### src/rtl/phy_tx_pkg.sv
// Shared symbols, FSM encodings and lane-pair type for the 2-lane TX byte path.
// COM/SKP symbols and the SKP state exist only when SKP_INSERT_EN is defined.
package phy_tx_pkg;

  localparam int unsigned NUM_LANES = 2;
  localparam int unsigned BYTE_W    = 8;

  localparam logic [7:0] PAD_SYM = 8'hF7;
`ifdef SKP_INSERT_EN
  localparam logic [7:0] COM_SYM = 8'hBC;
  localparam logic [7:0] SKP_SYM = 8'h1C;
`endif

  localparam logic [1:0] ST_IDLE = 2'd0;
  localparam logic [1:0] ST_HOLD = 2'd1;
`ifdef SKP_INSERT_EN
  localparam logic [1:0] ST_SKP  = 2'd2;
`endif

  // Index 0 is lane 0 (even bytes), index 1 is lane 1 (odd bytes).
  typedef logic [NUM_LANES-1:0][BYTE_W-1:0] lane_pair_t;

endpackage

### src/rtl/tx_skp_timer.sv
// SKP interval timer: free-running counter that raises a sticky request at terminal
// count; the request is cleared by a take pulse (a new terminal count wins over take).
module tx_skp_timer #(
  parameter int unsigned SKP_INTERVAL = 1180
) (
  input  logic clk,
  input  logic reset,
  input  logic take,
  output logic pending
);

  localparam int unsigned CNT_W = (SKP_INTERVAL > 1) ? $clog2(SKP_INTERVAL) : 1;

  logic [CNT_W-1:0] cnt_q, cnt_d;
  logic             pending_q, pending_d;
  logic             terminal_c;

  assign terminal_c = (cnt_q == CNT_W'(SKP_INTERVAL - 1));

  always_comb begin
    cnt_d     = cnt_q + CNT_W'(1);
    pending_d = pending_q;
    if (take) pending_d = 1'b0;
    if (terminal_c) begin
      cnt_d     = '0;
      pending_d = 1'b1;
    end
  end

  always_ff @(posedge clk) begin
    if (reset) begin
      cnt_q     <= '0;
      pending_q <= 1'b0;
    end else begin
      cnt_q     <= cnt_d;
      pending_q <= pending_d;
    end
  end

  assign pending = pending_q;

endmodule

### src/rtl/tx_lane_stripe_ctrl.sv
// 2-lane TX striper: even bytes to lane 0, odd to lane 1, pads odd-length packets.
// Periodic COM/SKP ordered-set insertion is built only when SKP_INSERT_EN is defined.
module tx_lane_stripe_ctrl
  import phy_tx_pkg::*;
#(
`ifdef SKP_INSERT_EN
  parameter int unsigned SKP_INTERVAL = 1180,
  parameter int unsigned SKP_LEN      = 4,
  parameter logic [7:0]  COM_BYTE     = COM_SYM,
  parameter logic [7:0]  SKP_BYTE     = SKP_SYM,
`endif
  parameter logic [7:0]  PAD_BYTE     = PAD_SYM
) (
  input  logic       clk,
  input  logic       reset,
  input  logic [7:0] in_data,
  input  logic       in_valid,
  input  logic       in_last,
  output logic       in_ready,
  output logic [7:0] out0,
  output logic [7:0] out1,
  output logic       out_valid,
  output logic       out_k,
  output logic       out_pad
);

  logic [1:0] state_q, state_d;
  logic [7:0] hold_q, hold_d;
  lane_pair_t out_q, out_d;
  logic       out_valid_q, out_valid_d;
  logic       out_k_q, out_k_d;
  logic       out_pad_q, out_pad_d;
  logic       accept_c;

`ifdef SKP_INSERT_EN
  localparam int unsigned LEN_W = (SKP_LEN > 1) ? $clog2(SKP_LEN) : 1;

  logic [LEN_W-1:0] skp_cnt_q, skp_cnt_d;
  logic             skp_pending;
  logic             skp_take_c;

  tx_skp_timer #(
    .SKP_INTERVAL(SKP_INTERVAL)
  ) u_skp_timer (
    .clk    (clk),
    .reset  (reset),
    .take   (skp_take_c),
    .pending(skp_pending)
  );

  // Stall the source for the take cycle and while the ordered set drains.
  assign in_ready = (state_q != ST_SKP) && !(state_q == ST_IDLE && skp_pending);
`else
  assign in_ready = 1'b1;
`endif

  assign accept_c = in_valid && in_ready;

  always_comb begin
    state_d     = state_q;
    hold_d      = hold_q;
    out_d       = out_q;
    out_valid_d = 1'b0;
    out_k_d     = 1'b0;
    out_pad_d   = 1'b0;
`ifdef SKP_INSERT_EN
    skp_take_c  = 1'b0;
    skp_cnt_d   = skp_cnt_q;
`endif
    case (state_q)
      ST_IDLE: begin
`ifdef SKP_INSERT_EN
        // COM goes out in the take cycle, so the SKP state covers only the SKP symbols.
        if (skp_pending) begin
          skp_take_c  = 1'b1;
          out_d       = {COM_BYTE, COM_BYTE};
          out_valid_d = 1'b1;
          out_k_d     = 1'b1;
          skp_cnt_d   = LEN_W'(1);
          state_d     = ST_SKP;
        end else
`endif
        if (accept_c) begin
          if (in_last) begin
            out_d[0]    = in_data;
            out_d[1]    = PAD_BYTE;
            out_valid_d = 1'b1;
            out_pad_d   = 1'b1;
          end else begin
            hold_d  = in_data;
            state_d = ST_HOLD;
          end
        end
      end
      ST_HOLD: begin
        if (accept_c) begin
          out_d[0]    = hold_q;
          out_d[1]    = in_data;
          out_valid_d = 1'b1;
          state_d     = ST_IDLE;
        end
      end
`ifdef SKP_INSERT_EN
      ST_SKP: begin
        out_d       = {SKP_BYTE, SKP_BYTE};
        out_valid_d = 1'b1;
        out_k_d     = 1'b1;
        if (skp_cnt_q == LEN_W'(SKP_LEN - 1)) begin
          skp_cnt_d = '0;
          state_d   = ST_IDLE;
        end else begin
          skp_cnt_d = skp_cnt_q + LEN_W'(1);
        end
      end
`endif
      default: state_d = ST_IDLE;
    endcase
  end

  always_ff @(posedge clk) begin
    if (reset) begin
      state_q     <= ST_IDLE;
      hold_q      <= '0;
      out_q       <= '0;
      out_valid_q <= 1'b0;
      out_k_q     <= 1'b0;
      out_pad_q   <= 1'b0;
`ifdef SKP_INSERT_EN
      skp_cnt_q   <= '0;
`endif
    end else begin
      state_q     <= state_d;
      hold_q      <= hold_d;
      out_q       <= out_d;
      out_valid_q <= out_valid_d;
      out_k_q     <= out_k_d;
      out_pad_q   <= out_pad_d;
`ifdef SKP_INSERT_EN
      skp_cnt_q   <= skp_cnt_d;
`endif
    end
  end

  assign out0      = out_q[0];
  assign out1      = out_q[1];
  assign out_valid = out_valid_q;
  assign out_k     = out_k_q;
  assign out_pad   = out_pad_q;

endmodule
### config.mk
export PLATFORM = sky130hd
export DESIGN_NAME = tx_lane_stripe_ctrl
export DESIGN_NICKNAME = d
export VERILOG_FILES = /design/src/rtl/phy_tx_pkg.sv /design/src/rtl/tx_skp_timer.sv /design/src/rtl/tx_lane_stripe_ctrl.sv
export SDC_FILE = /design/constraint.sdc
export NUM_CORES = 1
export LEC_CHECK = 0
export BUFFER_PORTS_ARGS = -buffer_cell sky130_fd_sc_hd__buf_2
export CELL_PAD_IN_SITES_DETAIL_PLACEMENT = 1
export CELL_PAD_IN_SITES_GLOBAL_PLACEMENT = 1
export CORE_AREA = 10 10 72 74
export CTS_CLUSTER_SIZE = 20
export DETAILED_ROUTE_END_ITERATION = 6
export DIE_AREA = 0 0 82 84
export GPL_TIMING_DRIVEN = 0
export PLACE_DENSITY = 0.75
export SYNTH_ARGS = -nofsm -noshare
export SYNTH_HDL_FRONTEND = slang
export SYNTH_SLANG_ARGS = --single-unit
### constraint.sdc
create_clock -name clk -period 2.05 [get_ports clk]
set_clock_uncertainty 0.15 [all_clocks]
set_input_delay 0.41 -clock clk [delete_from_list [all_inputs] [get_ports clk]]
set_output_delay 0.41 -clock clk [all_outputs]
set_load 0.1 [all_outputs]
Word-level counts from Yosys, hierarchy flattened
Cells that the tools add are included.
{ "totals": {"inputBits": 12, "out_inout_bits": 20, "wordCells": 31, "register_bits": 28} }
{ "op_classes": {"eq_ne": 5, "n_reduce_logical": 6, "bitwise_logic": 2, "muxes": 12} }
{ "op_table": {"columns": ["op", "n"], "rows": [
  ["two-way mux 16 bit", 3],
  ["case mux 16 bit (2 select lines)", 1],
  ["inequality test 2 bit, second input constant", 4],
  ["two-way mux 2 bit", 3],
  ["AND reduction 3 bit", 2],
  ["case mux 2 bit (2 select lines)", 1],
  ["AND reduction 4 bit", 1],
  ["two-way mux 1 bit", 3],
  ["equality test 2 x 1 -> 1 bit, second input constant", 1],
  ["logical NOT 2 bit", 1],
  ["inverter 1 bit", 2],
  ["case mux 1 bit (2 select lines)", 1],
  ["nonzero test 2 bit", 1],
  ["OR reduction 2 bit", 1]
]} }

Logic depth before layout (Yosys ltp)
Gate-level depths: netlist of run 1.
{ "depth": {"ltp_word": 3, "depth_mapped": 5, "mapped_depth_nobuf": 3} }

Least setup slack after synthesis of run 1
OpenSTA, ideal clock, no wires.
{ "synth_path": {"path_kind": "register -> register", "from": "reg out0[0] (netlist name)", "to": "reg out_q (netlist bit out0[0])", "synth_period_minus_slack_ps": 1489, "stages_incl_launch_ff": 3, "setup_slack_ps": 561, "path_buffers": 0, "setup_time_ps": 80, "t_required_ps": 1820, "t_arrival_ps": 1260, "cell_sequence": "dfxtp_1 nor2_1 a211oi_2"} }
{ "synth_rtl": {"columns": ["element", "line", "source"], "rows": [
  ["end signal: assignment", "tx_lane_stripe_ctrl.sv:134", "out_q <= out_d;"],
  ["end: declaration", "tx_lane_stripe_ctrl.sv:29", "lane_pair_t out_q, out_d;"]
]} }

Worst setup path after layout of run 1
{ "layout_path": {"from": "reg out_q (netlist bit out1[7])", "to": "out out1[7]"} }
{ "layout_rtl": {"columns": ["element", "line", "source"], "rows": [
  ["end: declaration", "tx_lane_stripe_ctrl.sv:21", "output logic [7:0] out1,"]
]} }
No word-level cell between the ends.

==> impl_metrics.json, run 1 <==
{
  "status": "finished clean",
  "required_ns": 1.49,
  "place.detailed.hpwl_um": 2282,
  "io_pins": 32,
  "die_h_um": 84,
  "leakage_nw": 0.5756,
  "rsz0062_at_grt": "no",
  "intPower_mw": 0.7747,
  "p_per_area_mw_per_mm2": 917.5,
  "synth_fa_ha_area_share_pct": 0,
  "seq_power_share_pct": 45.9,
  "worstPathArrival_ns": 1.06,
  "drc": 0,
  "wl_um": 2928,
  "total_power_mw": 1.249,
  "ys_types": 18,
  "startpoint": "out1[7]$_SDFFE_PP0P_",
  "period_needed_ns": 1.623,
  "synth_xor_area_share_pct": 0,
  "worstSetupPathType": "register to primary output",
  "hold_buffers": 0,
  "worst-path-buf-inv": 1,
  "nets": 157,
  "route.met2.wl_um": 1469,
  "insertion_delay_ns": 0.27,
  "crit_chain": "buf_2",
  "cts_max_path_buffers": 2,
  "synth.mux.area_fraction_pct": 14.43,
  "path_delay_family": "buffers and inverters",
  "gr-total-overflow": 0,
  "cts.sinks": 27,
  "drtPass1Iterations": 4,
  "p_comb_share_pct": 29.3,
  "power.switching_mw": 0.4743,
  "core-area_mm2": 0.003856,
  "viasPerCell": 4.552,
  "layout-drive-gt1-share_pct": 35.42,
  "hold_class": "primary input to register",
  "syn_avg_cell_area_um2": 9.909,
  "final_common_cell": "nor2_1",
  "met3_length_um": 192,
  "netlist_area_mm2": 0.001110,
  "drt_iter0_markers": 65,
  "rr_startpoint": "state_q[0]$_SDFFE_PP0P_",
  "synth-simple-area-share_pct": 17.14,
  "cts_tree": "yes",
  "cts_max_level": 1,
  "timing.final.crit_share_pct": 79.15,
  "seq_area_frac_synth_pct": 48.70,
  "clk_pin_slew_ns": 0.10,
  "final-max-slew-violation-count": 0,
  "globalplace.congestion": 0.7631,
  "die_x_um": 82,
  "top_layer_used": "met4",
  "hp-start": "in_data[5]",
  "grt_usage_pct": 8.941,
  "grt_pass1_wl_um": 4830,
  "post_cts_buffers": 0,
  "cts_root_buf": "clkbuf_8",
  "cap_violations": 0,
  "end_kind": "primary output",
  "postRouteAntennaNets": 0,
  "die_area_mm2": 0.006888,
  "synth_nets": 124,
  "final.setup.tns_ns": 0,
  "max-vdd-ir-drop_v": 0.0003474,
  "crit_fanout": 2,
  "area_delta_synth_final_pct": 22.66,
  "ys_seq_elements": 27,
  "port_buffers": 28,
  "wl_met1_um": 1229,
  "synth_compound_area_share_pct": 11.72,
  "clockPowerShare_pct": 24.7,
  "sw_frac_of_total_pct": 37.97,
  "antenna_found_initial": 0,
  "wl_per_cell_um": 15.09,
  "vias": 883,
  "cts_buffers": 3,
  "grt_pass1_vias": 993,
  "finalHoldViolations": 0,
  "ys_warn_count": 0,
  "synth_top_family_by_area": "simple AND/OR/NAND/NOR gates",
  "max_stage_delay_ns": 0.43,
  "r2r_setup_slack_ns": 0.67,
  "grt_start_max_net_pins": 17,
  "ctsResizeCount": 0,
  "crit_path_start_kind": "register",
  "start_util_pct": 28.78,
  "n_antenna_cell": 0,
  "critPathSlowestCell": "buf_2",
  "final_cell_mix": "nor2_1, buf_2, dfxtp_1, mux2i_1",
  "rows": 23,
  "setup_viol_count_final": 0,
  "fmax_mhz": 616.3,
  "postSynthCellCount": 112
}
## power by group through the flow
stage               logic (mW)  clock network (mW)  registers, mW
floorplan                0.119                   0          0.767
global placement         0.363                   0          0.585
detailed placement       0.370                   0          0.586
CTS                      0.370               0.321          0.574
global route             0.386               0.351          0.578
finish                   0.366               0.309          0.574
## final timing paths
path,to,cells after the start
min reg2reg,out1[3]$_SDFFE_PP0P_,2
max reg2reg,out1[5]$_SDFFE_PP0P_,5
max,out1[7],1
min,hold_q[5]$_SDFFE_PP0P_,3
## cell type report
type | count | area [um^2]
inverters | 1 | 3.754
clock inverters | 1 | 7.507
flip-flops and latches | 27 | 540.5
multi-input cells | 74 | 488.0
clock buffers | 3 | 41.29
well taps | 50 | 62.56
fillers | 469 | 2495
plain buffers | 10 | 77.57
repair buffers | 28 | 140.1
## per-stage QoR
step	instance area [um^2]	cells	setup slack, ns	hold WS, ns	utilization (%)
6_report	1361	194	0.4274	0.2551	35.30
5_1_grt	1361	194	0.3723	0.2769	35.30
4_1_cts	1361	194	0.4166	0.2592	35.30
3_5_place_dp	1313	190	0.5578	0.3401	34.04
3_3_place_gp	1313	190	0.6097	0.3138	34.04
2_1_floorplan	1110	112	0.5606	0.3101	-
## sequential cells by signal, summed over array words and instances (netlist names)
name and count:
state_q 1, out_valid 1, hold_q 8, out1 8, out_pad 1, out0 8
## synthesized netlist by cell type, drive strengths merged
library cell | instances | area [um^2]
mux2i | 16 | 160.2
nand2 | 1 | 3.750
nor3b | 1 | 12.51
o21a | 1 | 15.01
nor3 | 8 | 40.04
conb | 2 | 7.510
dfxtp | 27 | 540.5
nor4b | 1 | 8.760
o21ai | 1 | 5.000
nand3 | 1 | 5.000
nor2 | 32 | 120.1
inv | 1 | 3.750
a21oi | 2 | 10.01
a211oi | 8 | 100.1
buf | 10 | 77.57
## metal layers
metal	track usage, %	vias up
met5	0	-
met4	3.251	0
met3	3.341	4
met2	15.05	22
met1	9.791	423
li1	-	434
## cell families after synthesis
kind of cell	Yosys count
simple gates	44
buf+inv	11
flops	27
compound gates	12
mux	16
other cells	2
Note: power is estimated with default switching activity, not from simulation.
==> run 2, diff against run 1 <==
- ABC_AREA: not set -> 1
- CORE_AREA: 10 10 72 74 -> 10 10 76 78
- DIE_AREA: 0 0 82 84 -> 0 0 86 88
- clock period: 2.05 -> 1.5 ns (I/O delays scaled with it)
==> run 2 against run 1 <==
Worst setup slack got worse by 0.39 ns. Core utilization increased by 0.28 points. Non-clock buffer count increased by 2. Combinational power is 43% higher. Cell count up 25%. Design area up 12%. Synthesized cell count grew 41%. Sequential share of layout area shrank 4.3 points. Die area rose by 9.9%. Critical path depth did not move. Flip-flop and latch count is the same.
==> impl_metrics.json, run 2 <==
{
  "synth_edf_count": 0,
  "critPathSlowestCell": "buf_2",
  "cts_buffers": 3,
  "hold_ws_ns": 0.05865,
  "ys_seq_elements": 27,
  "layout-drive-gt1-share_pct": 28.80,
  "worstSetupPathType": "register to primary output",
  "period_needed_ns": 1.460,
  "insertion_delay_ns": 0.27,
  "hold_buffers": 0,
  "grt_pass1_vias": 1136,
  "io_pins": 32,
  "cts_max_path_buffers": 2,
  "rows": 24,
  "die_area_mm2": 0.007568,
  "r2r_setup_slack_ns": 0.24,
  "top_layer_used": "met4",
  "core-area_mm2": 0.004294,
  "startpoint": "out_pad$_SDFF_PP0_",
  "wl_per_cell_um": 13.25,
  "synth_nets": 170,
  "end_kind": "primary output",
  "wl_um": 3220,
  "viasPerCell": 4.469,
  "grt_start_max_net_pins": 16,
  "path_delay_family": "buffers and inverters",
  "ys_types": 21,
  "status": "finished clean",
  "post_cts_buffers": 0,
  "n_antenna_cell": 0,
  "max-vdd-ir-drop_v": 0.0003761,
  "cts_root_buf": "clkbuf_8",
  "cts_tree": "yes",
  "crit_fanout": 1,
  "postSynthCellCount": 158,
  "vias": 1086,
  "cp.depth": 1,
  "final.setup.tns_ns": 0,
  "final-max-slew-violation-count": 0,
  "seq_area_frac_synth_pct": 43.90,
  "worst-path-buf-inv": 1,
  "hold-path-endpoint": "out_valid$_SDFF_PP0_",
  "crit_path_start_kind": "register",
  "yosys-top-cells-area": "dfxtp_1, nand2_1, nor2_1",
  "hold_class": "primary input to register",
  "async_reset_ff_share_pct": 0,
  "drc": 0,
  "p_per_area_mw_per_mm2": 1136,
  "clk_pin_slew_ns": 0.09,
  "postRouteAntennaNets": 0,
  "final_common_cell": "nand2_1",
  "hp-start": "reset",
  "area_delta_synth_final_pct": 24.09,
  "synth-main-ff-cell": "dfxtp_1",
  "synth_top_area_cell": "dfxtp_1",
  "grt_usage_pct": 8.928,
  "port_buffers": 29,
  "cts_max_level": 1,
  "required_ns": 1.05,
  "gr-total-overflow": 0,
  "route.met2.wl_um": 1500,
  "rsz0062_at_grt": "no",
  "antenna_found_initial": 0,
  "setup_viol_count_final": 0,
  "synth_common_cells": "nand2_1, dfxtp_1, nor2_1",
  "place.detailed.hpwl_um": 2552,
  "start_util_pct": 28.67,
  "max_stage_delay_ns": 0.42,
  "met3_length_um": 206,
  "netlist_area_mm2": 0.001231,
  "rr_startpoint": "state_q[0]$_SDFFE_PP0P_",
  "final_cell_mix": "nand2_1, dfxtp_1, nor2_1, buf_4, buf_2",
  "rr_worst_depth": 4,
  "grt_pass1_wl_um": 5492,
  "die_h_um": 88,
  "fmax_mhz": 684.9,
  "synth_top_area_share_pct": 43.90,
  "nets": 204,
  "drtPass1Iterations": 4,
  "nFillCells": 540,
  "worstPathArrival_ns": 1.01,
  "ys_warn_count": 0,
  "r2r-end": "out0[0]$_SDFFE_PP0P_",
  "timing.final.crit_share_pct": 97.34,
  "wl_met1_um": 1460,
  "cap_violations": 0,
  "hold-path-cell-count": 2,
  "yosysMostFrequentCell": "nand2_1",
  "globalplace.congestion": 0.7092,
  "leakage_nw": 0.7355,
  "finalHoldViolations": 0,
  "cts.sinks": 27,
  "drt_iter0_markers": 61,
  "die_x_um": 86,
  "crit_chain": "buf_2",
  "syn_avg_cell_area_um2": 7.792
}
run 2: cell types whose count changed after synthesis, moves of 2 or more:
cell      previous run  this run
nor3_1               8         1
nand3_1              1         9
nor2_2               0         2
nand2_1              1        45
a21oi_1              2         7
nor2_8               0         2
inv_1                1         4
nand3b_1             0         7
nor2_1              32        23
mux2i_1             16         0
nand3_2              0         8
a211oi_2             8         0
o21ai_0              1         8
run 2: worst max path at each step:
stage	to	slack, ns
floorplan	out1[6]	0.11
global placement	out1[3]$_SDFFE_PP0P_	0.10
detailed placement	out1[3]$_SDFFE_PP0P_	0.09
CTS	out1[7]	0.0007
global route	out_pad	0.002
finish	out_pad	0.04
run 2: logic make-up (layout without fill, tap and decap cells):
group,after synthesis,count (layout),synth area share (%)
other,2,2,0.6100
flip-flops,27,27,43.90
AO/OA/AOI/OAI,16,16,6.809
AND/OR/NAND/NOR,98,98,40.35
buffers and inverters,15,48,8.332
run 2: per-stage QoR:
step / instances / setup slack, ns / util, % / area [um^2] / power, mW
2_1_floorplan: 158 / 0.1113 / - / 1231 / 1.218
3_3_place_gp: 239 / 0.1028 / 33.57 / 1441 / 1.311
3_5_place_dp: 239 / 0.09232 / 33.57 / 1441 / 1.319
4_1_cts: 243 / 0.0006739 / 35.40 / 1520 / 1.760
5_1_grt: 243 / 0.001759 / 35.58 / 1528 / 1.821
6_report: 243 / 0.03989 / 35.58 / 1528 / 1.736
run 2: final cells by class:
| class | count | area [um^2] | area share (%) |
|---|---|---|---|
| multi-input cells | 116 | 588.1 | 38.49 |
| flip-flops and latches | 27 | 540.5 | 35.38 |
| repair buffers | 29 | 185.2 | 12.12 |
| plain buffers | 11 | 87.58 | 5.733 |
| well taps | 52 | 65.06 | 4.259 |
| clock buffers | 3 | 41.29 | 2.703 |
| inverters | 4 | 15.01 | 0.9828 |
| clock inverters | 1 | 5.005 | 0.3276 |
run 2: layer usage:
layer  GRT usage (%)  up-vias
li1                -      570
met1           10.56      491
met2           14.47       20
met3           3.064        5
met4           3.593        0
met5               0        -
run 2: what timing repair did:
action / 4_1_cts / 5_1_grt
gates cloned: 0 / 0
endpoints found under the setup margin: 13 / 3
pin swaps: 0 / 0
resized for setup: 13 / 3
endpoints found under the hold margin: 0 / 0
run 2: report_power, final:
group	internal [mW]	total (mW)	switching (mW)
sequential	0.765	0.788	0.0232
combinational	0.124	0.525	0.401
clock	0.187	0.423	0.237
total	1.08	1.74	0.661
==> run 3, diff against run 2 <==
- ABC_AREA: 1 -> not set
- CORE_AREA: 10 10 76 78 -> 10 10 72 74
- CTS_BUF_LIST: not set -> sky130_fd_sc_hd__clkbuf_2 sky130_fd_sc_hd__clkbuf_4 sky130_fd_sc_hd__clkbuf_8
- DIE_AREA: 0 0 86 88 -> 0 0 82 84
- PLACE_DENSITY: 0.75 -> 0.69
==> run 3 against run 2 <==
Flip-flop and latch count unchanged. Cell count decreased by 20%. Clock-buffer cell count unchanged. Core utilization increased by 0.70 points. Clock power about the same. Critical path type unchanged. Largest cell class is now registers.
==> impl_metrics.json, run 3 (synthesis results as in run 1) <==
{
  "postRouteAntennaNets": 0,
  "antenna_found_initial": 0,
  "layout-drive-gt1-share_pct": 35.42,
  "cts_max_level": 1,
  "grt_pass1_vias": 995,
  "drtPass1Iterations": 4,
  "die_h_um": 84,
  "cts_buffers": 3,
  "post_cts_buffers": 0,
  "place.detailed.hpwl_um": 2194,
  "area_delta_synth_final_pct": 26.04,
  "insertion_delay_ns": 0.28,
  "nets": 157,
  "final_cell_mix": "nor2_1, dfxtp_1, mux2i_1, buf_4, buf_2",
  "worst-path-buf-inv": 1,
  "critPathSlowestCell": "buf_2",
  "drt_iter0_markers": 38,
  "timing.final.crit_share_pct": 97.34,
  "max_stage_delay_ns": 0.42,
  "p_per_area_mw_per_mm2": 1233,
  "cts.sinks": 27,
  "drc": 0,
  "crit_path_start_kind": "register",
  "cts_root_buf": "clkbuf_8",
  "worstPathArrival_ns": 1.01,
  "relSlewSlack_pct": 66.54,
  "grt_start_max_net_pins": 16,
  "wl_um": 2966,
  "path_delay_family": "buffers and inverters",
  "globalplace.congestion": 0.7135,
  "die_x_um": 82,
  "dp.cells": 190,
  "status": "finished clean",
  "end_kind": "primary output",
  "start_util_pct": 28.78,
  "cap_violations": 0,
  "cts_max_path_buffers": 2,
  "crit_chain": "buf_2",
  "rows": 23,
  "setup_viol_count_final": 0,
  "io_pins": 32,
  "required_ns": 1.05,
  "worst_pin_slew_ns": 0.5019,
  "final_common_cell": "nor2_1",
  "leakage_nw": 0.5805,
  "n_antenna_cell": 0,
  "port_buffers": 28,
  "nFillCells": 479,
  "die_area_mm2": 0.006888,
  "core-area_mm2": 0.003856,
  "grt_usage_pct": 8.779,
  "gr-total-overflow": 0,
  "wl_per_cell_um": 15.29,
  "final-max-slew-violation-count": 0,
  "grt_pass1_wl_um": 4864,
  "fmax_mhz": 684.9,
  "period_needed_ns": 1.460,
  "worstSetupPathType": "register to primary output",
  "finalNonFillerCells": 194,
  "max-vdd-ir-drop_v": 0.0005583,
  "crit_fanout": 1,
  "hold_class": "primary input to register",
  "final.setup.tns_ns": 0,
  "viasPerCell": 4.536,
  "cts_tree": "yes",
  "finalHoldViolations": 0,
  "vias": 880,
  "clk_pin_slew_ns": 0.09,
  "rsz0062_at_grt": "no"
}
==> run 3: layout make-up <==
class	instances	area, um^2	area share (%)
sequential	27	540.5	38.64
multi-input combinational	74	488.0	34.88
timing repair buffer	28	180.2	12.88
buffer	10	77.57	5.546
tap	50	62.56	4.472
clock buffer	3	41.29	2.952
clock inverter	1	5.005	0.3578
inverter	1	3.754	0.2683
==> run 3: worst paths after layout <==
kind / start / slack [ns] / cells after the start / end
max: out_valid$_SDFF_PP0_ / 0.04 / 1 / out_valid
min: in_data[4] / 0.14 / 3 / hold_q[4]$_SDFFE_PP0P_
max reg2reg: state_q[0]$_SDFFE_PP0P_ / 0.09 / 5 / out1[0]$_SDFFE_PP0P_
min reg2reg: out1[3]$_SDFFE_PP0P_ / 0.34 / 2 / out1[3]$_SDFFE_PP0P_
==> run 3: timing repair <==
item                                   in CTS  in global routing
setup endpoints to repair                  11                  5
resized for setup                          11                  5
endpoints found under the hold margin       0                  0
gates cloned                                0                  0
hold buffers                                0                  0
==> run 3: power by group <==
group	switching, mW	total (mW)	internal [mW]
Sequential	0.0237	0.787	0.763
Clock	0.233	0.420	0.187
Combinational	0.393	0.517	0.124
Total	0.650	1.72	1.07
==> run 3: stage by stage <==
stage / power, mW / hold slack (ns) / util [%] / setup WS [ns] / area (um^2)
6_report: 1.724 / 0.1444 / 36.28 / 0.03985 / 1399
5_1_grt: 1.805 / 0.1669 / 36.28 / 0.001163 / 1399
4_1_cts: 1.741 / 0.1335 / 35.95 / 0.0003123 / 1386
3_5_place_dp: 1.305 / 0.3328 / 34.04 / 0.1166 / 1313
3_3_place_gp: 1.294 / 0.3156 / 34.04 / 0.1267 / 1313
2_1_floorplan: 1.211 / 0.2972 / - / 0.01057 / 1110
==> run 3: routing by layer <==
layer,routed length [um],track usage (%),share of wire (%)
met2,1275,13.12,43
met3,284,4.310,9.6
met5,0,0,0
met1,1390,10.97,47
met4,15,1.858,0.51
